## config.mk

```make
export PLATFORM = sky130hd
export DESIGN_NAME = i2c_master_tx
export DESIGN_NICKNAME = d
export VERILOG_FILES = /design/src/rtl/i2c_master_tx.sv
export SDC_FILE = /design/constraint.sdc
export NUM_CORES = 1
export LEC_CHECK = 0
export BUFFER_PORTS_ARGS = -buffer_cell sky130_fd_sc_hd__buf_2
export CAP_MARGIN = 20
export CORE_MARGIN = 2
export CORE_UTILIZATION = 51
export DETAILED_ROUTE_END_ITERATION = 10
export PLACE_DENSITY_LB_ADDON = 0.25
export SLEW_MARGIN = 0
export SYNTH_ARGS = -nofsm -noshare
export SYNTH_HDL_FRONTEND = slang
export SYNTH_SLANG_ARGS = --single-unit
```

## constraint.sdc

```tcl
create_clock -name clk -period 2.2 [get_ports clk]
set_input_delay 0.22 -clock clk [delete_from_list [all_inputs] [get_ports clk]]
set_output_delay 0.22 -clock clk [all_outputs]
set_load 0.01 [all_outputs]
```

## src/rtl/i2c_master_tx.sv

```systemverilog
// Write-only I2C controller: START/repeated-START/STOP generation, MSB-first byte
// shifting and ACK sampling, paced in SCL quarter-periods of DIV system clocks.
module i2c_master_tx #(
  parameter int unsigned DIV = 4
) (
  input  logic       clk,
  input  logic       rst,
  input  logic       cmd_valid,
  output logic       cmd_ready,
  input  logic       cmd_start,
  input  logic       cmd_stop,
  input  logic [7:0] cmd_data,
  input  logic       sda_in,
  output logic       scl_out,
  output logic       sda_out,
  output logic       busy,
  output logic       done,
  output logic       nack
);

  localparam int unsigned CW = (DIV > 1) ? $clog2(DIV) : 1;
  localparam logic [CW-1:0] CNT_LAST = CW'(DIV - 1);

  typedef enum logic [2:0] {
    S_IDLE  = 3'd0,
    S_START = 3'd1,
    S_DATA  = 3'd2,
    S_ACK   = 3'd3,
    S_HOLD  = 3'd4,
    S_STOP  = 3'd5
  } state_e;

  state_e        st_q, st_d;
  logic [CW-1:0] cnt_q, cnt_d;
  logic [1:0]    qtr_q, qtr_d;
  logic [2:0]    bit_q, bit_d;
  logic [7:0]    sh_q, sh_d;
  logic          stop_q, stop_d;
  logic          prev_scl_q, prev_scl_d;
  logic          scl_q, scl_d;
  logic          sda_q, sda_d;
  logic          ready_q, ready_d;
  logic          busy_q, busy_d;
  logic          done_q, done_d;
  logic          nack_q, nack_d;

  logic last_clk_c;
  logic end_phase_c;
  logic accept_c;

  always_ff @(posedge clk) begin
    if (rst) begin
      st_q       <= S_IDLE;
      cnt_q      <= '0;
      qtr_q      <= '0;
      bit_q      <= '0;
      sh_q       <= '0;
      stop_q     <= 1'b0;
      prev_scl_q <= 1'b1;
      scl_q      <= 1'b1;
      sda_q      <= 1'b1;
      ready_q    <= 1'b1;
      busy_q     <= 1'b0;
      done_q     <= 1'b0;
      nack_q     <= 1'b0;
    end else begin
      st_q       <= st_d;
      cnt_q      <= cnt_d;
      qtr_q      <= qtr_d;
      bit_q      <= bit_d;
      sh_q       <= sh_d;
      stop_q     <= stop_d;
      prev_scl_q <= prev_scl_d;
      scl_q      <= scl_d;
      sda_q      <= sda_d;
      ready_q    <= ready_d;
      busy_q     <= busy_d;
      done_q     <= done_d;
      nack_q     <= nack_d;
    end
  end

  // Next state, then outputs derived from the next state so the registered
  // line levels always describe the state being occupied in that cycle.
  always_comb begin
    st_d       = st_q;
    cnt_d      = cnt_q;
    qtr_d      = qtr_q;
    bit_d      = bit_q;
    sh_d       = sh_q;
    stop_d     = stop_q;
    prev_scl_d = prev_scl_q;
    nack_d     = nack_q;
    scl_d      = 1'b1;
    sda_d      = 1'b1;
    ready_d    = 1'b0;
    busy_d     = 1'b1;
    done_d     = 1'b0;

    last_clk_c  = (cnt_q == CNT_LAST);
    end_phase_c = last_clk_c && (qtr_q == 2'd3);
    accept_c    = cmd_valid && ready_q;

    if (st_q == S_START || st_q == S_DATA || st_q == S_ACK || st_q == S_STOP) begin
      cnt_d = last_clk_c ? '0 : CW'(cnt_q + 1'b1);
      if (last_clk_c) qtr_d = 2'(qtr_q + 2'd1);
    end

    case (st_q)
      S_IDLE: begin
        if (accept_c) begin
          sh_d       = cmd_data;
          stop_d     = cmd_stop;
          prev_scl_d = 1'b1;
          cnt_d      = '0;
          qtr_d      = '0;
          st_d       = S_START;
        end
      end
      S_HOLD: begin
        if (accept_c) begin
          sh_d       = cmd_data;
          stop_d     = cmd_stop;
          prev_scl_d = 1'b0;
          cnt_d      = '0;
          qtr_d      = '0;
          bit_d      = 3'd7;
          st_d       = cmd_start ? S_START : S_DATA;
        end
      end
      S_START: begin
        if (end_phase_c) begin
          bit_d = 3'd7;
          st_d  = S_DATA;
        end
      end
      S_DATA: begin
        if (end_phase_c) begin
          if (bit_q == 3'd0) st_d = S_ACK;
          else bit_d = 3'(bit_q - 3'd1);
        end
      end
      S_ACK: begin
        if (last_clk_c && qtr_q == 2'd2) nack_d = sda_in;
        if (end_phase_c) st_d = (nack_q || stop_q) ? S_STOP : S_HOLD;
      end
      S_STOP: begin
        if (end_phase_c) st_d = S_IDLE;
      end
      default: st_d = S_IDLE;
    endcase

    case (st_d)
      S_IDLE: begin
        ready_d = 1'b1;
        busy_d  = 1'b0;
      end
      S_HOLD: begin
        scl_d   = 1'b0;
        ready_d = 1'b1;
      end
      S_START: begin
        scl_d = (qtr_d == 2'd0) ? prev_scl_d : 1'b1;
        sda_d = (qtr_d < 2'd2);
      end
      S_DATA: begin
        scl_d = qtr_d[1];
        sda_d = sh_d[bit_d];
      end
      S_ACK: begin
        scl_d  = qtr_d[1];
        done_d = (qtr_d == 2'd3) && (cnt_d == CNT_LAST);
      end
      S_STOP: begin
        scl_d = (qtr_d != 2'd0);
        sda_d = (qtr_d == 2'd3);
      end
      default: begin
        ready_d = 1'b1;
        busy_d  = 1'b0;
      end
    endcase
  end

  assign cmd_ready = ready_q;
  assign scl_out   = scl_q;
  assign sda_out   = sda_q;
  assign busy      = busy_q;
  assign done      = done_q;
  assign nack      = nack_q;

endmodule
```

== Word level (Yosys, flattened, before mapping) ==
Index checks and enable logic that the tools add are counted.

* Bits in registers: 26
* Input port bits: 14

* Add/sub/neg operators: 3
* Order comparisons: 2
* Equal/unequal tests: 15
* Mux-type cells: 35
* Bitwise gates (word level): 1
* Reduce and logical (&&, ||, !) cells: 19

{| class="wikitable"
|+ Operator list
! kind !! number
|-
| 2-to-1 mux 3 bit || 11
|-
| 2-to-1 mux 2 bit || 9
|-
| case mux 3 bit (6 select lines) || 1
|-
| 2-to-1 mux 8 bit || 2
|-
| == test 3 x 2 -> 1 bit, second input constant || 4
|-
| == test 3 bit, second input constant || 4
|-
| == test 2 bit, second input constant || 5
|-
| case mux 3 bit (3 select lines) || 1
|-
| 2-to-1 mux 1 bit || 7
|-
| == test 3 x 1 -> 1 bit, second input constant || 2
|-
| zero test 3 bit || 2
|-
| OR reduction 2 bit || 3
|-
| OR reduction 5 bit || 1
|-
| adder 2 x 1 -> 2 bit, second input constant || 2
|-
| logical AND 1 bit || 4
|-
| logical OR 1 bit || 4
|-
| < comparator 3 x 4 -> 1 bit, second input constant || 1
|-
| case mux 1 bit (4 select lines) || 1
|-
| AND reduction 2 bit || 2
|-
| OR reduction 4 bit || 1
|-
| binary-select mux 1 bit (select 3 bit) || 1
|-
| case mux 1 bit (3 select lines) || 1
|-
| subtractor 3 x 1 -> 3 bit, second input constant || 1
|-
| zero test 2 bit || 1
|-
| other kinds (4) || 4
|}

== Logic depth before layout (Yosys ltp) ==
Gate-level depths: netlist of run 1.

* Depth in word-level cells: 10
* Gate-level depth with buffers: 9

== Worst setup path before layout of run 1 ==
No wires, ideal clock.

* Kind: reg2reg
* Start: register cnt_q[0]
* End: register sda_q (netlist: sda_out)
* Library setup time: 87 ps
* Arrival: 1997 ps
* Path slack: 116 ps
* Stages on the path, launching flop included: 9
* Buffers on the path: 0
* Path through: dfxtp_1 > ha_1 > and3b_2 > and3_4 > o311a_4 > mux2i_1 > a221oi_1 > a211oi_1 > o31ai_1

* Cells in the longest elaborated chain, start to end: 7
* Elaborated cells on any way between the ends: 22

{| class="wikitable"
|+ Ends and longest elaborated chain
! item !! RTL line !! text
|-
| from (decl) || 34 || <nowiki>logic [CW-1:0] cnt_q, cnt_d;</nowiki>
|-
| from (signal assigned) || 68 || <nowiki>cnt_q <= cnt_d;</nowiki>
|-
| == test 2 bit * || 100 || <nowiki>last_clk_c = (cnt_q == CNT_LAST);</nowiki>
|-
| logical AND 1 bit or 2-to-1 mux 2 bit (tied branches) || 101, 106 ||
|-
| 2-to-1 mux 3 bit, or another cell as far along || 138 || <nowiki>if (end_phase_c) begin</nowiki>
|-
| case mux 3 bit (3 select lines) or 2-to-1 mux 2 bit (tied branches) || 109, 111, 121 ||
|-
| binary-select mux 1 bit (select 3 bit) or 2-to-1 mux 2 bit (tied branches) || -- ||
|-
| 2-to-1 mux 1 bit (not written as such), or another cell as far along || 168 || <nowiki>sda_d = sh_d[bit_d];</nowiki>
|-
| case mux 1 bit (3 select lines) * || 153 || <nowiki>case (st_d)</nowiki>
|-
| to (signal assigned) || 61 || <nowiki>sda_q <= 1'b1;</nowiki>
|-
| to (signal assigned) || 75 || <nowiki>sda_q <= sda_d;</nowiki>
|-
| to (decl) || 41 || <nowiki>logic sda_q, sda_d;</nowiki>
|}

Every way passes the cells marked *; elsewhere a longest branch is shown, timed or not. The select of a mux whose other input is x is not followed.
A chain may end at the register's enable or synchronous reset.

== Worst setup path after layout of run 1 ==
* Start: register cnt_q[1]
* End: register sda_q (netlist: sda_out)

The elaborated chain is that of the path after synthesis.

==> results.py, run 1 <==
metrics = {
    "placement": {
        "placed_area_mm2": 0.00167,
        "post-place-ws_ns": -0.0384,
        "gp_congestion": 0.906,
        "dp_hpwl_um": 2600,
        "portBuffers": 19,
        "placed_cells": 233,
    },
    "logic_synthesis": {
        "synth_nets": 198,
        "synth_cell_types": 49,
        "synth_seq_cells": 26,
        "yosys.area_share.simple_pct": 29.8,
        "syn_area_mm2": 0.00148,
        "synth_top_family_by_area": "simple AND/OR/NAND/NOR gates",
        "synth_edf_count": 0,
        "synth_xor_area_share_pct": 0.592,
        "async_reset_ff_share_pct": 0,
        "synth-compound-area-share_pct": 20.4,
        "synthFlopType": "dfxtp_1",
        "synthMuxAreaShare_pct": 4.99,
        "synth_fa_ha_area_share_pct": 4.23,
        "avgSynthCellArea_um2": 8.26,
        "yosys_warnings": 0,
        "synth_cells": 179,
        "ys_seq_area_share_pct": 35.2,
    },
    "power": {
        "power.total_uw": 968,
        "p_leak_nw": 0.765,
        "power_density_mw_per_mm2": 519,
        "peakVddDrop_mv": 0.471,
    },
    "setup_path": {
        "start_kind": "register",
        "slowest_stage": "dfxtp_2",
        "path_max_fanout": 8,
        "reg2reg_depth": 10,
        "crit_chain": "ha_4, and3b_2, and3_4, buf_4, nor4_4, buf_4, a2bb2oi_1, nor2_1, a21o_1, o31ai_1",
        "cp_common_cell": "buf_4",
        "critical_path_class": "register to register",
        "slowest_delay_ns": 0.37,
        "critPathRequiredTime_ns": 2.44,
        "end_kind": "register",
        "cp.arrival_ns": 2.50,
    },
    "cells_and_area": {
        "antenna_cells": 0,
        "syn2layout_area_growth_pct": 26.1,
        "final_core_util_pct": 67.6,
        "fin_area_mm2": 0.00186,
        "drive_above_1_share_pct": 33.8,
        "final_cells": 244,
        "nets": 233,
    },
    "grt": {
        "grt.overflow.total": 0,
        "grt_max_degree": 23,
        "grt_usage_pct": 23.9,
        "grt_pass1_vias": 1335,
        "grt_first_pass_wirelength_um": 6240,
        "antenna_found_initial": 0,
    },
    "sta": {
        "setup_tns_ns": -0.0603,
        "tightestPinTransition_ns": 0.428,
        "finalCritPeriodShare_pct": 103,
        "fmax_ghz": 0.442,
        "fin_hold_ws_ns": 0.112,
        "fin_skew_ns": 0.00366,
        "setup_viol": 1,
        "final.min_clock_period_ns": 2.26,
        "hold_viol_final": 0,
        "slew_headroom_pct": 71.5,
        "drv_slew": 0,
        "setup_ws_ns": -0.0603,
    },
    "floorplanning": {
        "num_rows": 19,
        "die_area_mm2": 0.00335,
        "die_w_um": 57.9,
        "die_h_um": 57.9,
        "start_util_pct": 53.6,
        "core_area_mm2": 0.00276,
        "io_pins": 20,
    },
    "detailed_routing": {
        "drc": 0,
        "drt-vias-per-instance": 6.14,
        "antenna_left": 0,
        "routed_wl_um": 3970,
        "num_vias": 1497,
        "wl_per_cell_um": 16.3,
        "drt_pass1_iterations": 4,
        "first_iter_violations": 99,
    },
    "outcome": {
        "status": "finished, violations left",
        "violations": "setup timing",
    },
    "clock_tree": {
        "clock_latency_ns": 0.33,
        "root_buffer": "clkbuf_4",
        "numClockSinks": 26,
        "clock_path_buffers": 2,
        "cts.clk_slew.worst_paths_ns": 0.15,
        "cts-htree-levels": 1,
        "hold_buffers": 0,
        "cts_tree": "yes",
        "numCtsBuffers": 3,
    },
    "min_path": {
        "holdPathStages": 3,
        "hold_class": "primary input to register",
    },
    "run": {
        "max_cap_viol_count": 0,
    },
}
[final timing paths]
check        startpoint      end  slack [ns]
min            cmd_stop   stop_q        0.11
min reg2reg     sh_q[0]  sh_q[0]        0.47
max reg2reg    cnt_q[1]  sda_out       -0.06
max            cnt_q[1]  sda_out       -0.06
[what timing repair did]
action | CTS | global route
endpoints found under the hold margin | 0 | 0
endpoints found under the setup margin | 1 | 1
setup buffers | 0 | 8
pin swaps | 2 | 10
resized for setup | 3 | 19
[flip-flops by register name (all words and copies together) (netlist names)]
signal and cells:
sh_q 8, qtr_q 2, bit_q 3, prev_scl_q 1
sda_out 1, cnt_q 2, st_q 3, done 1
scl_out 1, cmd_ready 1, nack 1, busy 1
stop_q 1
[cell families after synthesis]
| kind of cell | count (synthesis) |
|---|---|
| and+or+nand+nor | 82 |
| AOI/OAI and AO/OA | 42 |
| DFF | 26 |
| buffers and inverters | 16 |
| muxes | 7 |
| adders and majority gates | 5 |
| xor gates and xnor gates | 1 |
[synthesized netlist by cell type (2+ instances only)]
master     number  area share [%]
nand2b_1        4             1.7
mux2i_1         4             2.7
a2bb2oi_1       2             1.2
clkbuf_1        5             1.3
and3_1          2            0.85
a211oi_1        5             2.5
nand2_1        29             7.4
ha_1            5             4.2
o31ai_2         2             1.7
mux2_1          2             1.5
nand3b_1        2             1.0
and3_4          2             1.5
a31oi_1         2            0.85
o31ai_1         3             1.5
a21oi_1        12             4.1
nand4_1         3             1.3
nor2_1         14             3.6
buf_2           3             1.0
nand4b_1        2             1.2
o21ai_1         5             1.7
dfxtp_1        26              35
inv_1           7             1.8
nor2b_1         2            0.85
nor3_1          9             3.0
nand3_1         3             1.0
[where the power goes]
part | internal, mW | total, mW | switching [mW]
Clock | 0.184 | 0.338 | 0.154
Combinational | 0.0509 | 0.125 | 0.0743
Sequential | 0.490 | 0.505 | 0.0143
[layer usage]
metal	share of wire, %	global-route usage (%)	wire (µm)	vias to the layer above
li1	-	-	-	713
met1	44	34.2	1730	710
met2	48	37.8	1920	66
met3	6.9	4.02	275	8
met4	1.3	5.98	52	0
met5	0	0	0	-
[cell usage in the layout (no fill, tap or decap), types with 3 or more instances in the layout]
| master | netlist | final |
|---|---|---|
| a211oi_2 | 1 | 5 |
| a21oi_1 | 12 | 12 |
| buf_2 | 3 | 19 |
| buf_4 | 0 | 20 |
| clkbuf_4 | 0 | 3 |
| dfxtp_1 | 26 | 21 |
| dfxtp_2 | 0 | 5 |
| inv_1 | 7 | 6 |
| mux2i_1 | 4 | 3 |
| nand2_1 | 29 | 29 |
| nand2b_1 | 4 | 3 |
| nand3_1 | 3 | 3 |
| nand4_1 | 3 | 3 |
| nor2_1 | 14 | 14 |
| nor3_1 | 9 | 8 |
| o21ai_1 | 5 | 5 |
| o31ai_2 | 2 | 3 |
[area by class of cell]
| type | count | area, µm² |
|---|---|---|
| well taps | 31 | 38.8 |
| fillers | 224 | 893 |
| clock inverters | 1 | 30.0 |
| repair buffers | 39 | 245 |
| flip-flops and latches | 26 | 527 |
| clock buffers | 3 | 22.5 |
| multi-input cells | 137 | 975 |
| inverters | 7 | 26.3 |
[critical path: cells and delay by family, from the launching register on]
kind | cells | cell delay, ns
AOI/OAI and AO/OA | 3 | 0.69
adders and majority gates | 1 | 0.17
buffers and inverters | 2 | 0.35
DFF | 1 | 0.37
and+or+nand+nor | 4 | 0.58
Power figures use the tool's default switching activity.
==> inputs of run 2 (changes only) <==
- REMOVE_ABC_BUFFERS: not set -> 1
==> results.py, run 2 (synthesis results as in run 1) <==
metrics = {
    "power": {
        "power.total_uw": 865,
        "p_leak_nw": 0.740,
        "power_density_mw_per_mm2": 478,
        "peakVddDrop_mv": 0.342,
    },
    "cells_and_area": {
        "drive_above_1_share_pct": 30.3,
        "regMostFlops": "sh_q",
        "final_common_cell": "nand2_1",
        "antenna_cells": 0,
        "nets": 231,
        "syn2layout_area_growth_pct": 22.4,
        "layout_common_cells": "29 x nand2_1, 23 x dfxtp_1, 19 x buf_2",
        "final_core_util_pct": 65.7,
        "largest_register_ffs": 8,
        "fillCellCount": 222,
        "top_regs": "sh_q x8, bit_q x3, st_q x3",
    },
    "clock_tree": {
        "clock_path_buffers": 2,
        "cts.clk_slew.worst_paths_ns": 0.14,
        "numCtsBuffers": 3,
        "cts_tree": "yes",
        "clock_latency_ns": 0.32,
        "hold_buffers": 0,
        "numClockSinks": 26,
        "root_buffer": "clkbuf_4",
        "cts-htree-levels": 1,
    },
    "detailed_routing": {
        "drc": 0,
        "drt_pass1_iterations": 4,
        "num_vias": 1447,
        "drt-vias-per-instance": 5.98,
        "wl_per_cell_um": 14.9,
        "antenna_left": 0,
        "first_iter_violations": 84,
        "routed_wl_um": 3620,
    },
    "setup_path": {
        "critPathRequiredTime_ns": 2.45,
        "end_kind": "register",
        "critical_path_class": "register to register",
        "reg2reg_depth": 8,
        "path_max_fanout": 6,
        "reg2reg_from": "qtr_q[0]",
        "cp.arrival_ns": 2.32,
        "r2r_end": "sda_out",
        "start_kind": "register",
        "reg2reg_slack_ns": 0.13,
    },
    "floorplanning": {
        "num_rows": 19,
        "die_w_um": 57.9,
        "io_pins": 20,
        "die_h_um": 57.9,
        "die_area_mm2": 0.00335,
        "core_area_mm2": 0.00276,
        "start_util_pct": 53.6,
    },
    "min_path": {
        "hold-path-endpoint": "nack",
        "hold_class": "primary input to register",
        "holdCritStartpoint": "sda_in",
        "holdPathStages": 3,
    },
    "placement": {
        "dp_hpwl_um": 2620,
        "gp_congestion": 0.874,
        "portBuffers": 19,
        "post-place-ws_ns": 0.0211,
    },
    "sta": {
        "hold_viol_final": 0,
        "setup_viol": 0,
        "final.min_clock_period_ns": 2.07,
        "fin_skew_ns": 0.00234,
        "slew_headroom_pct": 71.3,
        "drv_slew": 0,
        "rsz0062_at_grt": "true",
        "finalCritPeriodShare_pct": 94.1,
        "fmax_ghz": 0.483,
        "setup_tns_ns": 0,
        "tightestPinTransition_ns": 0.426,
        "setup_ws_ns": 0.130,
    },
    "grt": {
        "grt_pass1_vias": 1391,
        "antenna_found_initial": 0,
        "grt_max_degree": 23,
        "grt_first_pass_wirelength_um": 6090,
        "grt_usage_pct": 23.4,
        "grt.overflow.total": 0,
    },
    "outcome": {
        "status": "finished clean",
    },
    "run": {
        "max_cap_viol_count": 0,
    },
}
-- run 2: cell count changes in the layout (fill, tap and decap cells not counted), sizes merged --
cell / before / now
buf: 39 / 37
clkbuf: 3 / 4
bufinv: 1 / 0
-- run 2: routing by layer --
metal / global-route usage, % / part of all wire, %
met5: 0 / 0
met4: 7.97 / 1.2
met3: 5.13 / 7.0
met2: 38.0 / 48
met1: 30.7 / 44
-- run 2: worst max path at each step --
stage             start      end  slack (ns)  depth (start not counted)
2_1_floorplan   st_q[0]  sda_out         0.1                          7
3_3_place_gp   qtr_q[0]  sda_out        0.09                          8
3_5_place_dp   cnt_q[0]  sda_out        0.02                          8
4_1_cts        cnt_q[0]  sda_out       0.003                          8
5_1_grt        qtr_q[0]  sda_out       -0.04                          8
6_report       qtr_q[0]  sda_out        0.13                          8
-- run 2: area by class of cell --
class	instances	area (µm²)	area share [%]
Multi-Input combinational cell	137	952	52.6
Sequential cell	26	527	29.1
Timing Repair Buffer	37	230	12.7
Tap cell	31	38.8	2.14
Clock buffer	4	36.3	2.00
Inverter	7	26.3	1.45
-- run 2: timing repair --
action | in CTS | in global routing
pin swaps | 0 | 5
setup buffers | 0 | 1
endpoints found under the setup margin | 1 | 2
resized for setup | 1 | 16
-- run 2: critical path, cell delays in order (launching register included) --
cell	delay, ns
dfxtp_4	0.39
ha_4	0.17
and3b_2	0.25
and3_4	0.18
o311a_4	0.34
mux2i_1	0.14
a221oi_2	0.24
a211oi_1	0.08
o31ai_1	0.23
-- run 2: metrics by stage --
stage / instances / hold WS [ns] / area [µm²]
2_1_floorplan: 170 / 0.289 / 1430
3_3_place_gp: 237 / 0.443 / 1700
3_5_place_dp: 237 / 0.445 / 1700
4_1_cts: 241 / 0.126 / 1740
5_1_grt: 242 / 0.129 / 1810
6_report: 242 / 0.129 / 1810
-- run 2: power by group --
part,switching [mW],internal [mW],total [mW]
Sequential,0.0123,0.489,0.501
Clock,0.139,0.101,0.240
Combinational,0.0721,0.0522,0.124
==> inputs of run 3 (changes only) <==
- RECOVER_POWER: not set -> 25
==> results.py, run 3 (synthesis results as in run 1) <==
metrics = {
    "outcome": {
        "status": "finished clean",
    },
    "setup_path": {
        "reg2reg_slack_ns": 0.13,
        "start_kind": "register",
        "reg2reg_from": "qtr_q[0]",
        "end_kind": "register",
        "critPathRequiredTime_ns": 2.45,
        "critical_path_class": "register to register",
        "cp.arrival_ns": 2.32,
        "reg2reg_depth": 8,
        "r2r_end": "sda_out",
        "path_max_fanout": 6,
    },
    "sta": {
        "hold_viol_final": 0,
        "slew_headroom_pct": 71.2,
        "fin_skew_ns": 0.00261,
        "setup_viol": 0,
        "fmax_ghz": 0.482,
        "finalCritPeriodShare_pct": 94.3,
        "drv_slew": 0,
        "setup_ws_ns": 0.126,
        "final.min_clock_period_ns": 2.07,
        "tightestPinTransition_ns": 0.428,
        "rsz0062_at_grt": "true",
    },
    "clock_tree": {
        "numClockSinks": 26,
        "root_buffer": "clkbuf_4",
        "clock_latency_ns": 0.32,
        "cts_tree": "yes",
        "cts-htree-levels": 1,
        "cts.clk_slew.worst_paths_ns": 0.14,
        "clock_path_buffers": 2,
        "hold_buffers": 0,
        "numCtsBuffers": 3,
    },
    "floorplanning": {
        "io_pins": 20,
        "die_area_mm2": 0.00335,
        "start_util_pct": 53.6,
        "core_area_mm2": 0.00276,
        "die_w_um": 57.9,
        "num_rows": 19,
        "die_h_um": 57.9,
    },
    "placement": {
        "gp_congestion": 0.874,
        "portBuffers": 19,
        "dp_hpwl_um": 2620,
        "post-place-ws_ns": 0.0211,
    },
    "cells_and_area": {
        "layout_common_cells": "29 x nand2_1, 23 x dfxtp_1, 18 x buf_4",
        "syn2layout_area_growth_pct": 21.9,
        "nets": 231,
        "antenna_cells": 0,
        "drive_above_1_share_pct": 27.5,
        "final_common_cell": "nand2_1",
        "final_core_util_pct": 65.4,
        "largest_register_ffs": 8,
        "regMostFlops": "sh_q",
        "top_regs": "sh_q x8, bit_q x3, st_q x3",
    },
    "power": {
        "peakVddDrop_mv": 0.344,
        "power_density_mw_per_mm2": 481,
        "power.total_uw": 866,
        "p_leak_nw": 0.724,
    },
    "grt": {
        "antenna_found_initial": 0,
        "grt_pass1_vias": 1391,
        "grt_first_pass_wirelength_um": 6090,
        "grt_max_degree": 23,
        "grt_use_met3_pct": 5.13,
        "grt_busiest_layer": "met2",
        "grtUsageMet2_pct": 38.0,
        "grtUsageMet1_pct": 30.7,
        "grt_usage_pct": 23.4,
        "grt.overflow.total": 0,
    },
    "min_path": {
        "holdCritStartpoint": "sda_in",
        "hold_class": "primary input to register",
        "hold-path-endpoint": "nack",
        "holdPathStages": 3,
    },
    "detailed_routing": {
        "drc": 0,
        "drt_pass1_iterations": 4,
        "antenna_left": 0,
        "routed_wl_um": 3600,
        "drt-vias-per-instance": 6.02,
        "wl_per_cell_um": 14.9,
        "num_vias": 1458,
        "first_iter_violations": 86,
    },
    "run": {
        "max_cap_viol_count": 0,
    },
}
-- run 3: how the worst max path moves through the flow --
stage                         end  slack, ns      from
final                     sda_out       0.13  qtr_q[0]
after global routing      sda_out      -0.04  qtr_q[0]
after CTS                 sda_out      0.003  cnt_q[0]
after detailed placement  sda_out       0.02  cnt_q[0]
after global placement    sda_out       0.09  qtr_q[0]
after floorplan           sda_out        0.1   st_q[0]
-- run 3: cell type report --
cell class,instances,area (µm²)
clock buffer,4,36.3
fill,227,955
inverter,7,26.3
multi-input combinational,137,952
sequential,26,527
tap,31,38.8
timing repair buffer,37,223
-- run 3: through the flow --
stage | hold slack [ns] | TNS (ns) | instances | area (µm²)
2_1_floorplan | 0.289 | 0 | 170 | 1430
3_3_place_gp | 0.443 | 0 | 237 | 1700
3_5_place_dp | 0.445 | 0 | 237 | 1700
4_1_cts | 0.126 | 0 | 241 | 1740
5_1_grt | 0.129 | -0.0351 | 242 | 1800
6_report | 0.128 | 0 | 242 | 1800
-- run 3: worst max-delay path, cell delays in order, from the launching register on --
cell      delay (ns)
dfxtp_4         0.39
ha_4            0.17
and3b_2         0.25
and3_4          0.18
o311a_4         0.34
mux2i_1         0.14
a221oi_2        0.24
a211oi_1        0.08
o31ai_1         0.23
-- run 3: repair_timing --
| item | in CTS | in global routing |
|---|---|---|
| gates resized for setup | 1 | 16 |
| setup buffers | 0 | 1 |
| pin swaps | 0 | 5 |
| endpoints found under the setup margin | 1 | 2 |
-- run 3: routing by layer --
metal,part of all wire [%],wire [µm]
met2,47,1690
met5,0,0
met4,1.2,42
met3,7.2,259
met1,45,1610
-- run 3: power by group --
part / switching [mW] / internal [mW] / total [mW]
combinational: 0.0720 / 0.0513 / 0.123
sequential: 0.0123 / 0.489 / 0.501
clock: 0.141 / 0.101 / 0.242
